`config.mk`:
```
export PLATFORM = sky130hd
export DESIGN_NAME = fpu_f2int_rm_flat
export DESIGN_NICKNAME = d
export VERILOG_FILES = /design/src/rtl/fpu_f2int_rm_if.sv /design/src/rtl/fpu_f2int_rm.sv /design/src/flat_wrapper.sv
export SDC_FILE = /design/constraint.sdc
export NUM_CORES = 1
export LEC_CHECK = 0
export BUFFER_PORTS_ARGS = -buffer_cell sky130_fd_sc_hd__buf_4
export CAP_MARGIN = 20
export CORE_ASPECT_RATIO = 0.6
export CORE_MARGIN = 4
export CORE_UTILIZATION = 40
export CTS_CLUSTER_SIZE = 28
export DETAILED_ROUTE_END_ITERATION = 6
export GPL_TIMING_DRIVEN = 0
export SKIP_CTS_REPAIR_TIMING = 1
export SYNTH_ARGS = -nofsm -noshare
export SYNTH_HDL_FRONTEND = slang
export SYNTH_SLANG_ARGS = --single-unit
```
`constraint.sdc`:
```
create_clock -name clk -period 5.6 [get_ports clk]
set_input_delay 1.4 -clock clk [delete_from_list [all_inputs] [get_ports clk]]
set_output_delay 1.4 -clock clk [all_outputs]
set_load 0.02 [all_outputs]
```
`src/rtl/fpu_f2int_rm_if.sv`:
```
// Start/valid handshake bundle for the float-to-integer converter.
// The master drives the operand and rounding mode; the slave returns the result and flags.
interface fpu_f2int_rm_if #(
    parameter int OUT_W = 32
);
    logic             do_f2int;
    logic [31:0]      b;
    logic [1:0]       rmode;
    logic [OUT_W-1:0] q;
    logic             valid;
    logic             busy;
    logic             nv;
    logic             nx;

    modport master (
        output do_f2int, b, rmode,
        input  q, valid, busy, nv, nx
    );

    modport slave (
        input  do_f2int, b, rmode,
        output q, valid, busy, nv, nx
    );
endinterface

```
`src/rtl/fpu_f2int_rm.sv`:
```
// binary32 -> OUT_W-bit integer converter with selectable IEEE rounding and saturation.
// Fixed 4-edge latency: capture, align, round, pack.
module fpu_f2int_rm #(
    parameter int OUT_W      = 32,
    parameter int SIGNED_OUT = 1
) (
    input  logic           clk,
    input  logic           rst_n,
    fpu_f2int_rm_if.slave  bus
);

    typedef enum logic [1:0] {
        IDLE  = 2'd0,
        ALIGN = 2'd1,
        ROUND = 2'd2,
        PACK  = 2'd3
    } state_t;

    localparam int W1 = OUT_W + 1;
    // One bit above the aligned magnitude so a rounding carry out of the top bit is never lost.
    localparam int MW = OUT_W + 2;
    localparam logic [MW-1:0] ONE     = MW'(1);
    localparam logic [MW-1:0] POS_LIM = (SIGNED_OUT != 0) ? (ONE << (OUT_W - 1)) - ONE
                                                          : (ONE << OUT_W) - ONE;
    localparam logic [MW-1:0] NEG_LIM = (SIGNED_OUT != 0) ? (ONE << (OUT_W - 1)) : '0;
    localparam logic [OUT_W-1:0] Q_POS = OUT_W'(POS_LIM);
    localparam logic [OUT_W-1:0] Q_NEG = OUT_W'(NEG_LIM);

    state_t           state_q, state_d;
    logic             s_q, s_d;
    logic [7:0]       e_q, e_d;
    logic [22:0]      frac_q, frac_d;
    logic [1:0]       rm_q, rm_d;
    logic [W1-1:0]    int_q, int_d;
    logic             guard_q, guard_d;
    logic             sticky_q, sticky_d;
    logic             nan_q, nan_d;
    logic             ovf_q, ovf_d;
    logic [MW-1:0]    mag_q, mag_d;
    logic [OUT_W-1:0] q_q, q_d;
    logic             valid_q, valid_d;
    logic             busy_q, busy_d;
    logic             nv_q, nv_d;
    logic             nx_q, nx_d;

    logic [23:0]      mant;
    logic [47:0]      shr;
    logic             inc;
    int               exp_unb;

    always_comb begin
        // NOTE: every variable written here gets a default first, so no path can infer a latch.
        state_d  = state_q;
        s_d      = s_q;
        e_d      = e_q;
        frac_d   = frac_q;
        rm_d     = rm_q;
        int_d    = int_q;
        guard_d  = guard_q;
        sticky_d = sticky_q;
        nan_d    = nan_q;
        ovf_d    = ovf_q;
        mag_d    = mag_q;
        q_d      = q_q;
        valid_d  = 1'b0;
        busy_d   = busy_q;
        nv_d     = nv_q;
        nx_d     = nx_q;
        shr      = '0;
        inc      = 1'b0;
        mant     = {e_q != 8'd0, frac_q};
        exp_unb  = (e_q == 8'd0) ? -126 : int'(e_q) - 127;

        case (state_q)
            IDLE: begin
                if (bus.do_f2int) begin
                    s_d     = bus.b[31];
                    e_d     = bus.b[30:23];
                    frac_d  = bus.b[22:0];
                    rm_d    = bus.rmode;
                    busy_d  = 1'b1;
                    state_d = ALIGN;
                end
            end
            ALIGN: begin
                nan_d    = (e_q == 8'hFF) && (frac_q != 23'd0);
                ovf_d    = 1'b0;
                int_d    = '0;
                guard_d  = 1'b0;
                sticky_d = 1'b0;
                // Infinity and NaN land in the overflow branch because their exponent is 128.
                if (exp_unb > OUT_W) begin
                    ovf_d = 1'b1;
                end else if (exp_unb >= 23) begin
                    int_d = W1'({64'd0, mant} << (exp_unb - 23));
                end else if (exp_unb >= -1) begin
                    shr      = {mant, 24'd0} >> (23 - exp_unb);
                    int_d    = W1'(shr[47:24]);
                    guard_d  = shr[23];
                    sticky_d = |shr[22:0];
                end else begin
                    sticky_d = |mant;
                end
                state_d = ROUND;
            end
            ROUND: begin
                case (rm_q)
                    2'b00:   inc = guard_q & (sticky_q | int_q[0]);
                    2'b01:   inc = 1'b0;
                    2'b10:   inc = !s_q & (guard_q | sticky_q);
                    default: inc = s_q & (guard_q | sticky_q);
                endcase
                mag_d   = MW'(int_q) + MW'(inc);
                state_d = PACK;
            end
            PACK: begin
                if (nan_q) begin
                    q_d  = Q_POS;
                    nv_d = 1'b1;
                end else if (ovf_q) begin
                    q_d  = s_q ? Q_NEG : Q_POS;
                    nv_d = 1'b1;
                end else if (!s_q && (mag_q > POS_LIM)) begin
                    q_d  = Q_POS;
                    nv_d = 1'b1;
                end else if (s_q && (mag_q > NEG_LIM)) begin
                    q_d  = Q_NEG;
                    nv_d = 1'b1;
                end else begin
                    q_d  = s_q ? OUT_W'(-mag_q) : OUT_W'(mag_q);
                    nv_d = 1'b0;
                end
                nx_d    = (guard_q | sticky_q) & !nv_d;
                valid_d = 1'b1;
                busy_d  = 1'b0;
                state_d = IDLE;
            end
            default: begin
                busy_d  = 1'b0;
                state_d = IDLE;
            end
        endcase
    end

    // NOTE: state is updated with non-blocking assignments so every flop samples pre-edge values.
    always_ff @(posedge clk or negedge rst_n) begin
        if (!rst_n) begin
            state_q  <= IDLE;
            s_q      <= 1'b0;
            e_q      <= '0;
            frac_q   <= '0;
            rm_q     <= '0;
            int_q    <= '0;
            guard_q  <= 1'b0;
            sticky_q <= 1'b0;
            nan_q    <= 1'b0;
            ovf_q    <= 1'b0;
            mag_q    <= '0;
            q_q      <= '0;
            valid_q  <= 1'b0;
            busy_q   <= 1'b0;
            nv_q     <= 1'b0;
            nx_q     <= 1'b0;
        end else begin
            state_q  <= state_d;
            s_q      <= s_d;
            e_q      <= e_d;
            frac_q   <= frac_d;
            rm_q     <= rm_d;
            int_q    <= int_d;
            guard_q  <= guard_d;
            sticky_q <= sticky_d;
            nan_q    <= nan_d;
            ovf_q    <= ovf_d;
            mag_q    <= mag_d;
            q_q      <= q_d;
            valid_q  <= valid_d;
            busy_q   <= busy_d;
            nv_q     <= nv_d;
            nx_q     <= nx_d;
        end
    end

    assign bus.q     = q_q;
    assign bus.valid = valid_q;
    assign bus.busy  = busy_q;
    assign bus.nv    = nv_q;
    assign bus.nx    = nx_q;

endmodule

```
`src/flat_wrapper.sv`:
```
// flat-port wrapper written by rule: the top's interface ports become plain ports
module fpu_f2int_rm_flat 
#(
    parameter int OUT_W      = 32,
    parameter int SIGNED_OUT = 1
)
  (clk, rst_n, bus_do_f2int, bus_b, bus_rmode, bus_q, bus_valid, bus_busy, bus_nv, bus_nx);
  fpu_f2int_rm_if #(.OUT_W(OUT_W)) bus_i ();
  input  logic clk;
  input  logic rst_n;
  input wire logic [$bits(bus_i.do_f2int)-1:0] bus_do_f2int;
  input wire logic [$bits(bus_i.b)-1:0] bus_b;
  input wire logic [$bits(bus_i.rmode)-1:0] bus_rmode;
  output wire logic [$bits(bus_i.q)-1:0] bus_q;
  output wire logic [$bits(bus_i.valid)-1:0] bus_valid;
  output wire logic [$bits(bus_i.busy)-1:0] bus_busy;
  output wire logic [$bits(bus_i.nv)-1:0] bus_nv;
  output wire logic [$bits(bus_i.nx)-1:0] bus_nx;
  assign bus_i.do_f2int = bus_do_f2int;
  assign bus_i.b = bus_b;
  assign bus_i.rmode = bus_rmode;
  assign bus_q = bus_i.q;
  assign bus_valid = bus_i.valid;
  assign bus_busy = bus_i.busy;
  assign bus_nv = bus_i.nv;
  assign bus_nx = bus_i.nx;
  fpu_f2int_rm #(.OUT_W(OUT_W), .SIGNED_OUT(SIGNED_OUT)) u_core (.clk(clk), .rst_n(rst_n), .bus(bus_i));
endmodule
```
==> results of run 1 <==
[registers in the layout, summed over array words and instances (netlist names), 2 cells and up]
signal,count
u_core.mag_q,34
u_core.int_q,33
u_core.bus.q,32
u_core.frac_q,23
u_core.e_q,8
u_core.rm_q,2
u_core.state_q,2
[cell type report]
type / instances / area (µm²) / share of cell area (%)
timing repair buffer: 74 / 579 / 4.43
clock buffer: 17 / 425 / 3.26
clock inverter: 15 / 164 / 1.25
multi-input combinational: 1054 / 7210 / 55.2
sequential: 143 / 3580 / 27.4
inverter: 27 / 105 / 0.804
buffer: 123 / 539 / 4.13
tap: 367 / 459 / 3.51
[layer usage]
layer | vias to the layer above | track usage (%)
met4 | 0 | 5.54
li1 | 5133 | -
met3 | 44 | 9.77
met5 | - | 0
met1 | 5640 | 44.1
met2 | 592 | 32.5
[worst paths after layout]
check | slack (ns) | start | to
min in group asynchronous | 1.01 | rst_n | u_core.bus.q[24]
max reg2reg | 0.14 | u_core.e_q[0] | u_core.sticky_q
min reg2reg | 0.50 | u_core.bus.q[10] | u_core.bus.q[10]
max | 0.14 | u_core.e_q[0] | u_core.sticky_q
max in group asynchronous | 3.78 | rst_n | u_core.frac_q[2]
min | 0.50 | u_core.bus.q[10] | u_core.bus.q[10]
[cell usage in the layout, fill, tap and decap left out, drive strengths merged, types with 6 or more instances in the layout]
| master | n |
|---|---|
| mux2 | 53 |
| o22ai | 11 |
| nand3 | 41 |
| inv | 36 |
| a21o | 8 |
| clkbuf | 102 |
| a211oi | 39 |
| buf | 112 |
| a211o | 6 |
| o2bb2ai | 19 |
| a31oi | 11 |
| nand4 | 15 |
| nand2 | 114 |
| nand3b | 8 |
| o21ai | 54 |
| ha | 28 |
| nor4 | 21 |
| xnor2 | 32 |
| o31ai | 25 |
| nand2b | 11 |
| o22a | 33 |
| and3 | 15 |
| a21oi | 88 |
| or4 | 8 |
| xor2 | 50 |
| nor3 | 33 |
| nor2 | 146 |
| mux4 | 6 |
| or2 | 8 |
| o211ai | 10 |
| dfrtp | 143 |
| mux2i | 56 |
| and2 | 7 |
| or3 | 17 |
[logic make-up after synthesis]
| family | after synthesis |
|---|---|
| adders and majority gates | 28 |
| and+or+nand+nor | 460 |
| buffers and inverters | 150 |
| DFF | 143 |
| muxes | 115 |
| AOI/OAI and AO/OA | 369 |
| xor gates and xnor gates | 82 |
[metrics by stage]
step / cells / utilization (%) / hold WS (ns)
2_1_floorplan: 1347 / - / 0.472
3_3_place_gp: 1786 / 44.6 / 0.488
3_5_place_dp: 1787 / 44.8 / 0.489
4_1_cts: 1819 / 46.9 / 0.503
5_1_grt: 1820 / 47.0 / 0.515
6_report: 1820 / 47.0 / 0.501
[worst max-delay path: cells and delay by family (launching register included)]
family	cells	cell delay [ns]
buffers and inverters	6	2.02
AND/OR/NAND/NOR	2	0.59
AO/OA/AOI/OAI	6	1.94
adder cells (fa/ha/maj)	1	0.40
flip-flops	1	0.35
==> impl_results.md, run 1 <==
* Top cells by count, synth: nor2_1 (145), dfrtp_1 (143), nand2_1 (112)
* Sink Count at 143
* Initial antenna violation count at 0
* Adder-cell share of the synthesized area at under 10%
* Least-Margin Pin Slew at 1.04 ns
* Synth Area in Compound Gates at a little under a quarter
* Met3 WL at around 5400 µm
* Port bufs at 72
* CP Class: flop to flop
* Most common cell in the netlist: nor2_1
* Clock tree buffer depth at 2
* Crit-path max FO at 10
* Post-synth EDFFs at 0
* Mapped Nets at around 1.4k
* Gr ovfl total at 0
* ANT cells at 0
* XOR/XNOR Fraction of Synth Area at under 10%
* First-pass GRT wire length at between 60000 and 70000 µm
* Syn avg cell area at ~8.5 µm²
* Vias in the first global route at ~11k
* Total GRT Usage at 26.9%
* Synth Flop Type: dfrtp_1
* Final Setup Violations at 0
* Cts bufs inserted at 17
* Cells after synthesis at about 1.3k
* DR top layer: met4
* Synthesized flop and latch total at between 100 and 150
* Reg2Reg Depth at 15
* Fin. Hold Viols at 0
* Core area at 0.0278 mm²
* CP Data Required Time at 5.93 ns
* Hold/Removal Path Class: flop to flop
* Top cell type's share of synthesized area at 31.4%
* Total wire length at 42600 µm
* Delay of the slowest critical-path stage at 0.83 ns
* Setup Slack @ Placement at -0.351 ns
* Sequential share of the synthesized area at a little under a third
* Simple-gate share of the synthesized area at approximately a fifth
* Post-synthesis mux area share at 11.3%
* Clock Tree Root: clkbuf_16
* Worst path slowest cell: a211oi_1
* CP Capture Type: flop
* Vias at about 11k
* # rows at 47
* Slew Limit Fails at 0
* Clock slew at the register clock pins of the worst setup and hold paths at around 0.07 ns
* Area Overhead vs Synth at 14.5%
* Mapped Area at 0.0114 mm²
* Synth top area cells: dfrtp_1 (31%), mux2_2 (5.2%), mux2i_1 (4.9%)
* Fillers at 2765
* TritonCTS clock tree: built
* Routed WL per cell at 23.4 µm
* Clk_skew at approximately 0.013 ns
* IO Pins at 73
* DR vias/cell at between 6 and 7
* Yosys cell types at 81
* Crit path top cell by count: buf_2
* Crit path launch type: flop
* Clk_lat worst skew at about 0.46 ns
* Max Cap Violations at 0
* Setup ws final at roughly 0.14 ns
* Vert. Die Dim at around 140 µm
* Worst path cell trace: buf_2, buf_2, clkinvlp_4, ha_1, buf_2, clkbuf_1, nand2_1, clkbuf_1, o21ai_0, a211oi_1, o22ai_1, o31ai_1, nand4_1, o31ai_1, a22oi_1
* Ys async rst share at 100%
* Full die area at about 0.031 mm²
* Hold depth at 1
* Die W at about 230 µm
* RSZ-0062 raised after global routing: no
* Met1 WL at 21400 µm
* Crit path DAT at about 5.8 ns
* Yosys warns at 0
* H-tree depth at 4
* Run status: complete, no violations
* Largest family of logic cells by synthesized area: compound AO/OA/AOI/OAI gates
* Period utilization at a little over nine tenths
* Final #Nets at 1505
* Layout cell share with drive strength beyond 1 at about 16%
* DR DRC count at 0
* Largest area contributor in the synthesized netlist: dfrtp_1
* Post-DRT Antenna Nets at 0
* DP Area at roughly 0.012 mm²
* Drt first pass iters at 5
* Dpl hpwl at ~33000 µm
* Post-route setup TNS at 0 ns
* GPL Wtd Cong at between 1 and 1.5
* WL met2 at between 15000 and 20000 µm
* Initial Util at 41.0%
* DR iter-0 viols at roughly 1.5k
* Post-route cell area at between 0.01 and 0.015 mm²
* Fmax at around 180 MHz
* Fin crit period at about 5.5 ns
* Largest net degree at the start of global routing at around 80
* Relative slew slack at a little under a third
Power of run 1 is not shown: default switching activity piles up to over one toggle a cycle in this logic, so the estimate is an artifact.
==> run 2: changes to the inputs <==
--- a/config.mk
+++ b/config.mk
@@ -7,9 +7,9 @@
 export LEC_CHECK = 0
 export BUFFER_PORTS_ARGS = -buffer_cell sky130_fd_sc_hd__buf_4
 export CAP_MARGIN = 20
-export CORE_ASPECT_RATIO = 0.6
+export CORE_ASPECT_RATIO = 0.75
 export CORE_MARGIN = 4
-export CORE_UTILIZATION = 40
+export CORE_UTILIZATION = 34
 export CTS_CLUSTER_SIZE = 28
 export DETAILED_ROUTE_END_ITERATION = 6
 export GPL_TIMING_DRIVEN = 0
==> impl_results.md, run 2 (synthesized netlist as in run 1, its figures left out) <==
* Full die area at 0.0366 mm² (was 0.0314 mm²)
* Final #Nets at 1506 (was 1505)
* TritonCTS clock tree: built (unchanged)
* Dpl hpwl at 31400 µm (was 33000 µm)
* Initial antenna violation count at 0 (unchanged)
* Slew Limit Fails at 0 (unchanged)
* Sink Count at 143 (unchanged)
* CP Capture Type: flop (unchanged)
* Vert. Die Dim at 167 µm (was 139 µm)
* Gr ovfl total at 0 (unchanged)
* Fillers at 3283 (was 2765)
* Clock tree buffer depth at 2 (unchanged)
* Total wire length at 41600 µm (was 42600 µm)
* Post-Layout Cell Count at 1896 (was 1820)
* Crit-path max FO at 10 (unchanged)
* Run status: complete, no violations (unchanged)
* RSZ-0062 raised after global routing: no (unchanged)
* # rows at 57 (was 47)
* Routed WL per cell at 21.9 µm (was 23.4 µm)
* Core area at 0.0327 mm² (was 0.0278 mm²)
* Least-Margin Pin Slew at 1.07 ns (was 1.04 ns)
* Crit path launch type: flop (unchanged)
* H-tree depth at 4 (unchanged)
* GPL Wtd Cong at 0.938 (was 1.02)
* Clk_lat worst skew at 0.44 ns (was 0.46 ns)
* Crit path DAT at 5.64 ns (was 5.79 ns)
* Fmax at 189 MHz (was 183 MHz)
* DR vias/cell at 5.93 (was 6.27)
* Period utilization at 94.3% (was 97.5%)
* Placed cell count at 1862 (was 1787)
* Most common cell after layout, fill and taps aside: nor2_1 (unchanged)
* Hold/Removal Path Class: flop to flop (unchanged)
* DR DRC count at 0 (unchanged)
* Fin crit period at 5.28 ns (was 5.46 ns)
* Area Overhead vs Synth at 15.8% (was 14.5%)
* Vias at 11.2k (was 11.4k)
* Post-DRT Antenna Nets at 0 (unchanged)
* Drt first pass iters at 5 (unchanged)
* Most frequent cells in the layout: nor2_1 (145), dfrtp_1 (143), nand2_1 (112) (unchanged)
* CP Data Required Time at 5.96 ns (was 5.93 ns)
* First-pass GRT wire length at 64700 µm (was 65500 µm)
* Fin. Hold Viols at 0 (unchanged)
* Clk_skew at 0.00938 ns (was 0.0128 ns)
* Die W at 220 µm (was 226 µm)
* IO Pins at 73 (unchanged)
* ANT cells at 0 (unchanged)
* Largest net degree at the start of global routing at 81 (was 78)
* Cts bufs inserted at 17 (unchanged)
* Clock Tree Root: clkbuf_16 (unchanged)
* Total GRT Usage at 22.4% (was 26.9%)
* CP Class: flop to flop (unchanged)
* Port bufs at 72 (unchanged)
* Max FFs per register at 34 (unchanged)
* Initial Util at 34.9% (was 41.0%)
* Vias in the first global route at 10.9k (was 10.7k)
* Relative slew slack at 28.4% (was 30.5%)
* Layout cell share with drive strength beyond 1 at 15.7% (was 15.9%)
* Reg with most FFs: u_core.mag_q (unchanged)
* DR iter-0 viols at 1466 (was 1471)
* Final Setup Violations at 0 (unchanged)
* Clock slew at the register clock pins of the worst setup and hold paths at 0.07 ns (about the same)
* Max Cap Violations at 0 (unchanged)
[run 2: cell types whose count changed in the layout (fill, tap and decap cells not counted), moves of 2 or more]
cell,previous run,this run
inv_8,5,2
bufinv_16,1,4
clkbuf_1,81,83
inv_6,5,3
[run 2: metrics by stage]
| stage | setup slack (ns) | hold WS [ns] | instance area (µm²) | util (%) | setup TNS, ns |
|---|---|---|---|---|---|
| after floorplan | 1.57 | 0.472 | 11400 | - | 0 |
| after global placement | -0.253 | 0.487 | 12500 | 38.2 | -1.11 |
| after detailed placement | -0.242 | 0.492 | 12500 | 38.3 | -1.02 |
| after CTS | -0.276 | 0.506 | 13200 | 40.3 | -1.27 |
| after global routing | 0.0720 | 0.524 | 13200 | 40.4 | 0 |
| final | 0.318 | 0.502 | 13200 | 40.4 | 0 |
[run 2: final timing paths]
kind	from	end	slack, ns	depth (start not counted)
max in group asynchronous	rst_n	u_core.mag_q[7]	3.75	2
worst min-delay path	u_core.bus.nv	u_core.bus.nv	0.50	1
worst min register to register	u_core.bus.nv	u_core.bus.nv	0.50	1
worst max-delay path	u_core.e_q[0]	u_core.int_q[0]	0.32	18
worst max register to register	u_core.e_q[0]	u_core.int_q[0]	0.32	18
min in group asynchronous	rst_n	u_core.frac_q[15]	1.02	1
[run 2: final cells by class]
class | count | area, µm² | area share, %
multi-input cells | 1054 | 7220 | 54.6
flip-flops and latches | 143 | 3580 | 27.1
repair buffers | 75 | 587 | 4.44
well taps | 442 | 553 | 4.19
plain buffers | 123 | 538 | 4.07
clock buffers | 18 | 429 | 3.25
clock inverters | 14 | 206 | 1.56
inverters | 27 | 105 | 0.795
[run 2: layer usage]
layer,GRT usage [%],wire length (µm),vias up
li1,-,-,5133
met1,34.1,20100,5594
met2,31.7,17200,470
met3,5.90,3690,45
met4,4.72,603,0
met5,0,0,-
[run 2: worst max-delay path, stage by stage, from the launching register on]
cell and delay (ns):
dfrtp_1 0.37, buf_2 0.20, buf_2 0.25, clkinvlp_4 0.22, ha_1 0.20, or4b_4 0.46, buf_6 0.17, o211ai_1 0.34
nand2_1 0.29, nand2_1 0.26, nand2_1 0.11, ha_1 0.29, nor4b_1 0.32, nand4_1 0.24, a21o_1 0.39, buf_2 0.27
nor3_1 0.39, a21oi_1 0.22, o2bb2ai_1 0.18
Power of run 2 is left out for the same reason.
